## src/rtl/gps_ubx_rx.sv

```systemverilog
// ---------------------------------------------------------------------------
// gps_ubx_rx
//   Receive path for the ZED-F9P UART link. Deserialises the asynchronous
//   gps_rx line (8N1, LSB first), frames UBX packets and verifies their
//   Fletcher checksum. Payload bytes and frame status are streamed as
//   one-cycle strobes; there is no backpressure.
//
// Parameters
//   CLK_HZ   main clock frequency in Hz
//   BAUD     UART bit rate; CLKS_PER_BIT = CLK_HZ / BAUD (truncated)
//   MAX_LEN  largest accepted UBX payload length in bytes
//
// Ports
//   clk          main clock
//   n_reset      synchronous, active-low reset
//   gps_rx       asynchronous UART line from the GPS, idles high
//   msg_class    class byte of the current or last header
//   msg_id       ID byte of the current or last header
//   msg_len      payload length of the current or last header
//   pay_data     payload byte, valid while pay_valid is high
//   pay_valid    one-cycle strobe per payload byte
//   frame_done   one-cycle strobe after the CK_B byte
//   frame_ok     checksum result, qualified by frame_done, held until next
//   err_framing  one-cycle strobe when a stop bit is sampled low
//   err_len      one-cycle strobe when a header length exceeds MAX_LEN
// ---------------------------------------------------------------------------
module gps_ubx_rx #(
  parameter int CLK_HZ  = 100_000_000,
  parameter int BAUD    = 38400,
  parameter int MAX_LEN = 1024
) (
  input  logic        clk,
  input  logic        n_reset,
  input  logic        gps_rx,
  output logic [7:0]  msg_class,
  output logic [7:0]  msg_id,
  output logic [15:0] msg_len,
  output logic [7:0]  pay_data,
  output logic        pay_valid,
  output logic        frame_done,
  output logic        frame_ok,
  output logic        err_framing,
  output logic        err_len
);

  localparam int                CLKS_PER_BIT = CLK_HZ / BAUD;
  localparam int                CNT_W        = $clog2(CLKS_PER_BIT + 1);
  localparam logic [CNT_W-1:0]  BIT_LAST     = CNT_W'(CLKS_PER_BIT - 1);
  localparam logic [CNT_W-1:0]  HALF_LAST    = CNT_W'(CLKS_PER_BIT / 2 - 1);
  localparam logic [16:0]       MAX_LEN_W    = 17'(MAX_LEN);

  localparam logic [7:0] SYNC_CHAR_1 = 8'hB5;
  localparam logic [7:0] SYNC_CHAR_2 = 8'h62;

  // -------------------------------------------------------------------------
  // Input synchroniser. Both stages and the edge-detect history reset high so
  // an idle line never looks like a start edge after reset.
  // -------------------------------------------------------------------------
  logic rx_meta;
  logic rx_sync;
  logic rx_prev;

  // NOTE: sequential state is only ever assigned with <=, so every flop
  // samples the pre-edge value of its neighbours regardless of block order.
  always_ff @(posedge clk) begin
    if (!n_reset) begin
      rx_meta <= 1'b1;
      rx_sync <= 1'b1;
      rx_prev <= 1'b1;
    end else begin
      rx_meta <= gps_rx;
      rx_sync <= rx_meta;
      rx_prev <= rx_sync;
    end
  end

  // -------------------------------------------------------------------------
  // UART receiver
  // -------------------------------------------------------------------------
  typedef enum logic [1:0] {
    U_IDLE,
    U_START,
    U_DATA,
    U_STOP
  } uart_state_t;

  uart_state_t      u_state;
  uart_state_t      u_next;
  logic [CNT_W-1:0] clk_cnt;
  logic [2:0]       bit_cnt;
  logic [7:0]       shift;
  logic             stop_hold;   // low stop bit seen, waiting for line high
  logic             sample;      // mid-bit sample point of the current state
  logic             byte_stb;    // good stop bit: shift holds a complete byte
  logic             frm_err_stb; // stop bit sampled low

  always_ff @(posedge clk) begin
    if (!n_reset) begin
      u_state <= U_IDLE;
    end else begin
      u_state <= u_next;
    end
  end

  // Start bit is re-checked half a bit in; later bits are a whole bit apart,
  // which keeps every sample at the centre of its bit.
  // NOTE: every signal driven from always_comb gets a default first, so no
  // path through the block can leave it unassigned and infer a latch.
  always_comb begin
    sample = 1'b0;
    case (u_state)
      U_START: sample = (clk_cnt == HALF_LAST);
      U_DATA,
      U_STOP:  sample = (clk_cnt == BIT_LAST);
      default: sample = 1'b0;
    endcase
  end

  always_comb begin
    u_next = u_state;
    case (u_state)
      U_IDLE: begin
        if (rx_prev && !rx_sync) u_next = U_START;
      end
      U_START: begin
        // High at mid-start is a glitch: drop it without producing a byte.
        if (sample) u_next = rx_sync ? U_IDLE : U_DATA;
      end
      U_DATA: begin
        if (sample && bit_cnt == 3'd7) u_next = U_STOP;
      end
      U_STOP: begin
        if (stop_hold) begin
          if (rx_sync) u_next = U_IDLE;
        end else if (sample && rx_sync) begin
          u_next = U_IDLE;
        end
      end
      default: u_next = U_IDLE;
    endcase
  end

  always_comb begin
    byte_stb    = 1'b0;
    frm_err_stb = 1'b0;
    if (u_state == U_STOP && !stop_hold && sample) begin
      byte_stb    = rx_sync;
      frm_err_stb = !rx_sync;
    end
  end

  always_ff @(posedge clk) begin
    if (!n_reset) begin
      clk_cnt   <= '0;
      bit_cnt   <= '0;
      shift     <= '0;
      stop_hold <= 1'b0;
    end else begin
      // The bit timer restarts on every state change and every sample point.
      if (u_next != u_state || sample) begin
        clk_cnt <= '0;
      end else begin
        clk_cnt <= clk_cnt + CNT_W'(1);
      end

      if (u_state == U_START) begin
        bit_cnt <= '0;
      end else if (u_state == U_DATA && sample) begin
        shift   <= {rx_sync, shift[7:1]};
        bit_cnt <= bit_cnt + 3'd1;
      end

      if (u_state != U_STOP) begin
        stop_hold <= 1'b0;
      end else if (frm_err_stb) begin
        stop_hold <= 1'b1;
      end
    end
  end

  // -------------------------------------------------------------------------
  // UBX parser. Advances on byte_stb; the received byte is in shift.
  // -------------------------------------------------------------------------
  typedef enum logic [3:0] {
    P_SYNC1,
    P_SYNC2,
    P_CLASS,
    P_ID,
    P_LEN_L,
    P_LEN_H,
    P_PAYLOAD,
    P_CK_A,
    P_CK_B
  } parser_state_t;

  parser_state_t p_state;
  parser_state_t p_next;
  logic [7:0]    len_lo;
  logic [15:0]   len_full;
  logic          len_over;
  logic [15:0]   pay_cnt;
  logic [7:0]    ck_a;
  logic [7:0]    ck_b;
  logic [7:0]    ck_a_sum;
  logic [7:0]    ck_b_sum;
  logic [7:0]    rx_ck_a;

  logic          pay_stb_d;
  logic          done_stb_d;
  logic          ok_d;
  logic          elen_stb_d;

  assign len_full = {shift, len_lo};
  assign len_over = ({1'b0, len_full} > MAX_LEN_W);
  assign ck_a_sum = ck_a + shift;
  assign ck_b_sum = ck_b + ck_a_sum;

  always_ff @(posedge clk) begin
    if (!n_reset) begin
      p_state <= P_SYNC1;
    end else begin
      p_state <= p_next;
    end
  end

  always_comb begin
    p_next = p_state;
    if (frm_err_stb) begin
      // A corrupted byte anywhere inside a frame abandons that frame.
      p_next = P_SYNC1;
    end else if (byte_stb) begin
      case (p_state)
        P_SYNC1: begin
          if (shift == SYNC_CHAR_1) p_next = P_SYNC2;
        end
        P_SYNC2: begin
          if (shift == SYNC_CHAR_2)      p_next = P_CLASS;
          else if (shift == SYNC_CHAR_1) p_next = P_SYNC2;
          else                           p_next = P_SYNC1;
        end
        P_CLASS: p_next = P_ID;
        P_ID:    p_next = P_LEN_L;
        P_LEN_L: p_next = P_LEN_H;
        P_LEN_H: begin
          if (len_full == 16'd0) p_next = P_CK_A;
          else if (len_over)     p_next = P_SYNC1;
          else                   p_next = P_PAYLOAD;
        end
        P_PAYLOAD: begin
          if (pay_cnt + 16'd1 == msg_len) p_next = P_CK_A;
        end
        P_CK_A:  p_next = P_CK_B;
        P_CK_B:  p_next = P_SYNC1;
        default: p_next = P_SYNC1;
      endcase
    end
  end

  // Strobe values for the next cycle; registered below so every strobe
  // lands exactly one cycle after the stop-bit sample.
  always_comb begin
    pay_stb_d  = byte_stb && (p_state == P_PAYLOAD);
    done_stb_d = byte_stb && (p_state == P_CK_B);
    elen_stb_d = byte_stb && (p_state == P_LEN_H) && len_over;
    ok_d       = (rx_ck_a == ck_a) && (shift == ck_b);
  end

  always_ff @(posedge clk) begin
    if (!n_reset) begin
      msg_class   <= '0;
      msg_id      <= '0;
      msg_len     <= '0;
      pay_data    <= '0;
      pay_valid   <= 1'b0;
      frame_done  <= 1'b0;
      frame_ok    <= 1'b0;
      err_framing <= 1'b0;
      err_len     <= 1'b0;
      len_lo      <= '0;
      pay_cnt     <= '0;
      ck_a        <= '0;
      ck_b        <= '0;
      rx_ck_a     <= '0;
    end else begin
      pay_valid   <= pay_stb_d;
      frame_done  <= done_stb_d;
      err_len     <= elen_stb_d;
      err_framing <= frm_err_stb;

      if (pay_stb_d)  pay_data <= shift;
      if (done_stb_d) frame_ok <= ok_d;

      if (byte_stb) begin
        case (p_state)
          P_SYNC2: begin
            if (shift == SYNC_CHAR_2) begin
              ck_a <= '0;
              ck_b <= '0;
            end
          end
          P_CLASS: begin
            msg_class <= shift;
            ck_a      <= ck_a_sum;
            ck_b      <= ck_b_sum;
          end
          P_ID: begin
            msg_id <= shift;
            ck_a   <= ck_a_sum;
            ck_b   <= ck_b_sum;
          end
          P_LEN_L: begin
            len_lo <= shift;
            ck_a   <= ck_a_sum;
            ck_b   <= ck_b_sum;
          end
          P_LEN_H: begin
            // Latched even when oversize so the offending length is visible.
            msg_len <= len_full;
            pay_cnt <= '0;
            ck_a    <= ck_a_sum;
            ck_b    <= ck_b_sum;
          end
          P_PAYLOAD: begin
            pay_cnt <= pay_cnt + 16'd1;
            ck_a    <= ck_a_sum;
            ck_b    <= ck_b_sum;
          end
          P_CK_A: begin
            rx_ck_a <= shift;
          end
          default: ;
        endcase
      end
    end
  end

endmodule

```

## config.mk

```make
export PLATFORM = sky130hd
export DESIGN_NAME = gps_ubx_rx
export DESIGN_NICKNAME = d
export VERILOG_FILES = /design/src/rtl/gps_ubx_rx.sv
export SDC_FILE = /design/constraint.sdc
export NUM_CORES = 1
export LEC_CHECK = 0
export ABC_CLOCK_PERIOD_IN_PS = 3200
export CORE_MARGIN = 2
export CORE_UTILIZATION = 35
export DETAILED_ROUTE_END_ITERATION = 12
export PLACE_DENSITY = 0.56
export SLEW_MARGIN = 10
export SYNTH_ARGS = -nofsm -noshare
export SYNTH_HDL_FRONTEND = slang
export SYNTH_SLANG_ARGS = --single-unit
```

## constraint.sdc

```tcl
create_clock -name clk -period 3.2 [get_ports clk]
set_clock_uncertainty 0.1 [all_clocks]
set_input_delay 0.8 -clock clk [delete_from_list [all_inputs] [get_ports clk]]
set_output_delay 0.8 -clock clk [all_outputs]
set_load 0.01 [all_outputs]
```

==> out/qor.yml, run 1 <==
grt:
  grt_overflow: 0
  grt_pass1_wl_mm: 27.9
  antenna_found_initial: 0
  grt_pass1_vias: 5386
  grt_max_degree: 49
  grt_usage_pct: 17.8
logic_synthesis:
  syn_nets: 809
  synth.avg_cell_area_sq_um: 8.05
  synthCells: 786
  yosys.cell_types.count: 65
  yosysMostFrequentCell: "nand2_1"
  ys_top_cells_by_area: "dfxtp_1 (40%), a21oi_1 (8.4%), nand2_1 (7.8%)"
  yosys_warnings: 0
  async_reset_ff_share_pct: 0
  ys.flop_type: "dfxtp_1"
  syn_area_sq_mm: 0.00633
  synth_commonest_cells: "nand2_1 (132), dfxtp_1 (126), a21oi_1 (106)"
  synth_top_area_share_pct: 39.9
  synth-seq-cells: 126
  yosys.area.top_type: "dfxtp_1"
  ys_seq_area_share_pct: 39.9
  synth-edff-count: 0
place:
  place.gp.congestion: 0.829
  dp_hpwl_mm: 11.4
  port_buffers: 47
  placed_cells: 1041
setup_path:
  crit_fanout: 8
  crit_start: "pay_cnt[0]"
  rr_worst_depth: 8
  crit_path_start_kind: "flip-flop"
  end_kind: "flip-flop"
  r2r_start: "pay_cnt[0]"
  crit_cells: 8
  path_class: "reg -> reg"
  required_ns: 3.44
  worst_ep_arrival_time_ns: 3.17
  critPathMaxStageDelay_ns: 0.48
  crit_end: "p_state[0]"
  cp_top_family: "simple AND/OR/NAND/NOR gates"
  path_buf_inv: 0
  cp_slowest_cell: "dfxtp_1"
  rr_endpoint: "p_state[0]"
  r2r_setup_slack_ns: 0.27
  cp_cell_sequence: "ha_1 -> and4_1 -> nor2b_1 -> nand3_1 -> xnor2_1 -> a2111oi_0 -> nand4_1 -> a211oi_1"
clock_tree:
  post-cts-setup-buffers: 0
  cts_buffer_depth: 2
  htreeDepth: 4
  clkSinkCount: 126
  cts_buffers: 17
  cts_tree: "built"
  root_buffer: "clkbuf_16"
  clkLatencyLatePin_ns: 0.42
  cts.reportedPaths.clkPinSlew_ns: 0.06
detailed_routing:
  drtIter0Drc: 330
  routed_wl_mm: 16.7
  viasPerCell: 5.22
  wl_per_cell_um: 15.6
  first_pass_iters: 5
  vias: 5604
  drc: 0
  ant_nets: 0
layout:
  multi_input_area_sq_mm: 0.00356
  areaGrowthSynthToFinish_pct: 22.1
  drive_gt1_share_pct: 9.00
  final_cells: 1073
  ff_latch_area_sq_mm: 0.00252
  final_nets: 854
  nFillCells: 1784
  n_antenna_cell: 0
die:
  core-area_sq_mm: 0.0178
  start_util_pct: 35.5
  die_y_um: 138
  rows: 49
  die_w_um: 138
  die_area_sq_mm: 0.0192
  io_pins: 48
run:
  max-cap-violations: 0
min_path:
  min_from: "rx_meta"
  hold_class: "reg -> reg"
outcome:
  status: "finished clean"
power:
  leakage_uw: 0.00290
  p_per_area_mw_per_mm2: 475
  ir_worst_vdd_uv: 380
sta:
  setup_viol: 0
  tns_ns: 0
  clock.fmax_ghz: 0.341
  min_period_ns: 2.93
  drv_slew: 0
  worst_pin_slew_ns: 1.06
  relSlewSlack_pct: 29.0
  finalCritPeriodShare_pct: 91.6
  finalHoldViolations: 0
==> report_power, final <==
part	total, uW	switching [uW]	internal [uW]
Sequential	1580	6.25	1580
Clock	2030	708	1320
Combinational	55.3	39.3	16.0
==> worst min-delay path by stage <==
stage                     endpoint  slack (ns)  cells past startpoint
after floorplan            rx_sync        0.29                      1
after global placement     rx_sync        0.31                      1
after detailed placement   rx_sync        0.30                      1
after CTS                  rx_sync        0.34                      1
after global routing       rx_sync        0.36                      1
final                      rx_sync        0.33                      1
==> worst register-to-register path, stage by stage, from the launching register on <==
cell,delay [ns]
dfxtp_1,0.48
ha_1,0.31
and4_1,0.41
nor2b_1,0.33
nand3_1,0.19
xnor2_1,0.18
a2111oi_0,0.36
nand4_1,0.23
a211oi_1,0.26
==> metal layers <==
metal | up-vias | global-route usage, % | share of wire [%]
met5 | - | 0 | 0
met4 | 0 | 6.61 | 1.7
met3 | 19 | 3.67 | 4.1
met2 | 115 | 28.2 | 46
met1 | 2643 | 24.1 | 48
li1 | 2827 | - | -
==> per-stage QoR <==
| stage | worst slack [ns] | util, % | cell area, sq um | power (uW) | hold slack (ns) |
|---|---|---|---|---|---|
| floorplan | 0.396 | - | 6330 | 1650 | 0.286 |
| global placement | 0.221 | 39.7 | 7090 | 1670 | 0.311 |
| detailed placement | 0.136 | 39.7 | 7090 | 1670 | 0.303 |
| CTS | 0.126 | 43.2 | 7710 | 3710 | 0.340 |
| global route | -0.0134 | 43.3 | 7730 | 3780 | 0.365 |
| finish | 0.269 | 43.3 | 7730 | 3670 | 0.335 |
==> placed cells by master (no fill, tap or decap), types with 13 or more instances in the layout <==
| cell | n |
|---|---|
| a21oi_1 | 105 |
| buf_4 | 28 |
| clkbuf_16 | 17 |
| clkdlybuf4s50_1 | 47 |
| dfxtp_1 | 126 |
| ha_1 | 18 |
| inv_1 | 13 |
| mux2i_1 | 17 |
| nand2_1 | 132 |
| nand3_1 | 39 |
| nor2_1 | 68 |
| o21ai_0 | 30 |
| xnor2_1 | 30 |
| xor2_1 | 31 |
==> final cells by class <==
type | instances | area share [%]
clock buffer | 22 | 6.40
inverter | 14 | 0.680
clock inverter | 10 | 1.73
sequential | 126 | 32.6
multi-input combinational | 597 | 46.0
timing repair buffer | 75 | 8.81
tap | 229 | 3.71
==> flip-flops by register name (all words and copies together), names as in the netlist <==
| name | count |
|---|---|
| msg_class | 8 |
| pay_cnt | 16 |
| rx_prev | 1 |
| ck_b | 8 |
| rx_sync | 1 |
| shift | 8 |
| len_lo | 8 |
| msg_id | 8 |
| frame_done | 1 |
| msg_len | 16 |
| bit_cnt | 3 |
| frame_ok | 1 |
| pay_data | 8 |
| clk_cnt | 12 |
| pay_valid | 1 |
| stop_hold | 1 |
| ck_a | 8 |
| rx_meta | 1 |
| p_state | 4 |
| err_len | 1 |
| err_framing | 1 |
| u_state | 2 |
| rx_ck_a | 8 |
==> what timing repair did <==
item | 4_1_cts | 5_1_grt
gates resized for setup | 0 | 2
hold buffers | 0 | 0
endpoints found under the setup margin | 0 | 1
==> cell families after synthesis <==
group | count (synthesis) | synth area share [%]
adder cells (fa/ha/maj) | 20 | 4.19
multiplexers | 18 | 2.87
buffers and inverters | 63 | 4.21
flip-flops | 126 | 39.9
AO/OA/AOI/OAI | 170 | 15.1
AND/OR/NAND/NOR | 328 | 25.3
XOR/XNOR | 61 | 8.44
Note: power is estimated with default switching activity, not from simulation.
==> run 2, diff against run 1 <==
Settings changed: CAP_MARGIN set to 20, RECOVER_POWER set to 100, SKIP_LAST_GASP set to 1.
==> out/qor.yml, run 2 (same netlist as run 1, synthesis figures left out) <==
layout:
  final_common_cell: "nand2_1"
  final_cells: 1075
  nFillCells: 1795
  final_cell_mix: "nand2_1 (132), dfxtp_1 (126), a21oi_1 (105)"
  reg.largest.list: "msg_len x16, pay_cnt x16, clk_cnt x12"
  final_nets: 856
  areaGrowthSynthToFinish_pct: 21.8
  n_antenna_cell: 0
  drive_gt1_share_pct: 8.16
setup_path:
  cp_top_family: "simple AND/OR/NAND/NOR gates"
  path_buf_inv: 0
  worst_ep_arrival_time_ns: 3.18
  required_ns: 3.44
  cp_slowest_cell: "dfxtp_1"
  critPathMaxStageDelay_ns: 0.48
  crit_fanout: 8
  end_kind: "flip-flop"
  crit_path_start_kind: "flip-flop"
  path_class: "reg -> reg"
  cp_cell_sequence: "ha_1 -> and4_1 -> nor2b_1 -> nand3_1 -> xnor2_1 -> a2111oi_0 -> nand4_1 -> a211oi_1"
die:
  die_w_um: 138
  die_area_sq_mm: 0.0192
  core-area_sq_mm: 0.0178
  io_pins: 48
  rows: 49
  die_y_um: 138
  start_util_pct: 35.5
power:
  p_per_area_mw_per_mm2: 476
  seqPwrFrac_pct: 43.1
  p_clk_share_pct: 55.4
  p_sw_share_pct: 20.7
  power.total_uw: 3670
  switching_power_uw: 759
  p_int_uw: 2910
  combPwrFrac_pct: 1.5
  ir_worst_vdd_uv: 385
  leakage_uw: 0.00305
detailed_routing:
  vias: 5608
  drc: 0
  first_pass_iters: 5
  viasPerCell: 5.22
  wl_per_cell_um: 15.7
  routed_wl_mm: 16.8
  drtIter0Drc: 371
  ant_nets: 0
grt:
  grt_overflow: 0
  use_met2_pct: 28.2
  antenna_found_initial: 0
  gr-usage-met3_pct: 3.67
  met1_usage_pct: 24.1
  busiest_layer: "met2"
  grt_usage_pct: 17.8
  grt_max_degree: 49
  grt_pass1_vias: 5386
  grt_pass1_wl_mm: 27.9
sta:
  finalHoldViolations: 0
  setup_viol: 0
  worst_pin_slew_ns: 0.680
  finalCritPeriodShare_pct: 91.8
  drv_slew: 0
  tns_ns: 0
  min_period_ns: 2.94
  relSlewSlack_pct: 54.7
  final.setup.worst_slack_ns: 0.262
  clock.fmax_ghz: 0.340
clock_tree:
  clkSinkCount: 126
  cts_buffers: 17
  cts.reportedPaths.clkPinSlew_ns: 0.06
  cts_buffer_depth: 2
  hold_buffers: 0
  htreeDepth: 4
  cts_resized: 0
  cts_tree: "built"
  clkLatencyLatePin_ns: 0.43
  post-cts-setup-buffers: 0
  root_buffer: "clkbuf_16"
outcome:
  status: "finished clean"
place:
  place.gp.congestion: 0.829
  placed_cells: 1041
  port_buffers: 47
  post-place-ws_ns: 0.136
  dp_hpwl_mm: 11.4
min_path:
  hold_class: "reg -> reg"
run:
  max-cap-violations: 0
## run 2: changes by cell type in the layout (fill, tap and decap cells not counted)
cell / change
and4_2: -1
clkbuf_2: +2
nor3_1: +1
and2_0: +1
and4_1: +1
clkdlybuf4s50_1: -46
buf_4: -6
inv_1: +1
dlygate4sd3_1: +46
clkbuf_1: +6
inv_2: -1
nor3_2: -1
and2_1: -1
## run 2: power groups by stage
stage	Combinational [uW]	Sequential, uW	Clock [uW]
finish	55.8	1580	2040
global route	62.4	1580	2140
CTS	56.0	1580	2080
detailed placement	55.8	1620	0
global placement	56.0	1620	0
floorplan	39.7	1610	0
## run 2: final timing paths
kind	depth (start not counted)	slack, ns	endpoint	start
worst max register to register	8	0.26	p_state[0]	pay_cnt[0]
worst max-delay path	8	0.26	p_state[0]	pay_cnt[0]
worst min-delay path	1	0.34	rx_sync	rx_meta
worst min register to register	1	0.34	rx_sync	rx_meta
## run 2: routing by layer
metal,up-vias,wire length [um]
met4,0,265
met3,16,676
met1,2637,8090
met5,-,0
li1,2827,-
met2,128,7800
## run 2: worst register-to-register path: stages (launching register included)
cell       delay, ns
dfxtp_1         0.48
ha_1            0.31
and4_1          0.41
nor2b_1         0.33
nand3_1         0.19
xnor2_1         0.19
a2111oi_0       0.38
nand4_1         0.23
a211oi_1        0.25
## run 2: final cells by class
cell class	instances	area, sq um	share of cell area [%]
clock buffer	22	494	6.41
timing repair buffer	77	668	8.67
multi-input combinational	597	3550	46.1
clock inverter	10	134	1.74
sequential	126	2520	32.7
inverter	14	52.6	0.682
tap	229	287	3.72
## run 2: through the flow
step / util [%] / hold slack (ns) / area, sq um
floorplan: - / 0.286 / 6330
global placement: 39.7 / 0.311 / 7090
detailed placement: 39.7 / 0.303 / 7090
CTS: 43.2 / 0.340 / 7710
global route: 43.2 / 0.365 / 7710
finish: 43.2 / 0.335 / 7710
==> run 3, diff against run 2 <==
Settings changed: CORE_UTILIZATION 35 to 40, PLACE_DENSITY 0.56 to 0.62.
==> out/qor.yml, run 3 (same netlist as run 1, synthesis figures left out) <==
grt:
  antenna_found_initial: 0
  grt_pass1_vias: 5155
  grt_max_degree: 105
  grt_usage_pct: 20.0
  grt_pass1_wl_mm: 26.3
  grt_overflow: 0
die:
  core-area_sq_mm: 0.0153
  io_pins: 48
  die_y_um: 130
  die_area_sq_mm: 0.0168
  die_w_um: 130
  rows: 45
  start_util_pct: 41.3
sta:
  drv_slew: 0
  grt_setup_unrepaired: "true"
  finalCritPeriodShare_pct: 94.0
  worst_pin_slew_ns: 0.988
  setup_viol: 0
  whs_ns: 0.308
  min_period_ns: 3.01
  finalHoldViolations: 0
  relSlewSlack_pct: 33.9
  clock.fmax_ghz: 0.333
detailed_routing:
  viasPerCell: 5.23
  ant_nets: 0
  vias: 5484
  drtIter0Drc: 362
  wl_per_cell_um: 15.3
  drc: 0
  first_pass_iters: 4
  routed_wl_mm: 16.0
clock_tree:
  cts_buffers: 17
  clkLatencyLatePin_ns: 0.43
  post-cts-setup-buffers: 0
  root_buffer: "clkbuf_16"
  clkSinkCount: 126
  cts_tree: "built"
  htreeDepth: 4
  cts.reportedPaths.clkPinSlew_ns: 0.06
  cts_buffer_depth: 2
  hold_buffers: 0
layout:
  stdcell_area_sq_mm: 0.00758
  multi_input_area_sq_mm: 0.00356
  final_common_cell: "nand2_1"
  reg.largest.list: "msg_len x16, pay_cnt x16, clk_cnt x12"
  ff_latch_area_sq_mm: 0.00252
  nFillCells: 1546
  final_cell_mix: "nand2_1 (132), dfxtp_1 (126), a21oi_1 (106)"
  areaGrowthSynthToFinish_pct: 19.8
  drive_gt1_share_pct: 7.53
  fin_util_pct: 49.5
  final_nets: 849
  n_antenna_cell: 0
power:
  p_clk_share_pct: 52.0
  ir_worst_vdd_uv: 404
  combPwrFrac_pct: 1.6
  leakage_uw: 0.00301
  p_sw_share_pct: 21.3
  switching_power_uw: 725
  p_int_uw: 2680
  seqPwrFrac_pct: 46.4
  p_per_area_mw_per_mm2: 450
min_path:
  min_from: "rx_meta"
  whs_endpoint: "rx_sync"
  worstHoldPathCells: 1
  hold_class: "reg -> reg"
setup_path:
  cp_top_family: "simple AND/OR/NAND/NOR gates"
  rr_endpoint: "p_state[0]"
  path_class: "reg -> reg"
  cp_cell_sequence: "ha_1 -> and4_1 -> nor4b_2 -> xnor2_1 -> o21ai_0 -> a2111oi_0 -> nand4_1 -> a211oi_1"
  critPathMaxStageDelay_ns: 0.52
  cp_slowest_cell: "nor4b_2"
  r2r_setup_slack_ns: 0.19
  end_kind: "flip-flop"
  path_buf_inv: 0
  required_ns: 3.44
  worst_ep_arrival_time_ns: 3.25
  crit_path_start_kind: "flip-flop"
  rr_worst_depth: 8
  crit_fanout: 8
  r2r_start: "pay_cnt[0]"
  crit_cells: 8
place:
  port_buffers: 47
  placed_area_sq_mm: 0.00705
  place.gp.congestion: 0.856
  dp_hpwl_mm: 10.7
outcome:
  status: "finished clean"
run:
  max-cap-violations: 0
run 3: changes by cell type in the layout (fill, tap and decap cells not counted), sizes merged:
cell and delta:
inv -1, buf -1, clkbuf -5, bufinv -2
run 3: layout make-up:
| type | instances | share of cell area [%] |
|---|---|---|
| multi-input cells | 597 | 47.0 |
| inverters | 14 | 0.709 |
| clock inverters | 7 | 0.858 |
| well taps | 211 | 3.48 |
| clock buffers | 23 | 6.17 |
| flip-flops and latches | 126 | 33.3 |
| repair buffers | 70 | 8.56 |
run 3: power groups by stage:
| stage | combinational [uW] | clock, uW | sequential, uW |
|---|---|---|---|
| floorplan | 39.7 | 0 | 1610 |
| global placement | 57.0 | 0 | 1620 |
| detailed placement | 57.1 | 0 | 1620 |
| CTS | 56.8 | 1810 | 1580 |
| global route | 63.0 | 1860 | 1580 |
| finish | 55.5 | 1770 | 1580 |
run 3: worst max path at each step:
stage / endpoint / start / slack [ns]
floorplan: ck_b[7] / shift[0] / 0.40
global placement: p_state[0] / pay_cnt[0] / 0.25
detailed placement: ck_b[7] / ck_a[0] / 0.15
CTS: ck_b[7] / ck_a[0] / 0.14
global route: ck_b[7] / ck_a[0] / -0.007
finish: p_state[0] / pay_cnt[0] / 0.19
run 3: through the flow:
stage	worst slack (ns)	power, uW	instances	setup TNS [ns]
4_1_cts	0.138	3450	1048	0
3_5_place_dp	0.149	1670	1018	0
6_report	0.193	3410	1048	0
2_1_floorplan	0.396	1650	786	0
3_3_place_gp	0.247	1670	1018	0
5_1_grt	-0.00678	3510	1048	-0.00678
run 3: repair_timing:
action                                  CTS  global route
endpoints found under the setup margin    0             6
hold endpoints to repair                  0             0
resized for setup                         0             2
run 3: worst reg2reg max path: cells and delay by family, from the launching register on:
family,cells,cell delay (ns)
adder cells (fa/ha/maj),1,0.29
flip-flops,1,0.46
AND/OR/NAND/NOR,3,1.11
AO/OA/AOI/OAI,3,0.78
XOR/XNOR,1,0.18
run 3: per-layer routing:
layer	vias up	wire (um)	GRT usage, %
met5	-	0	0
met3	22	563	4.88
met2	97	6990	30.3
li1	2813	-	-
met1	2552	8180	27.7
met4	0	283	7.21
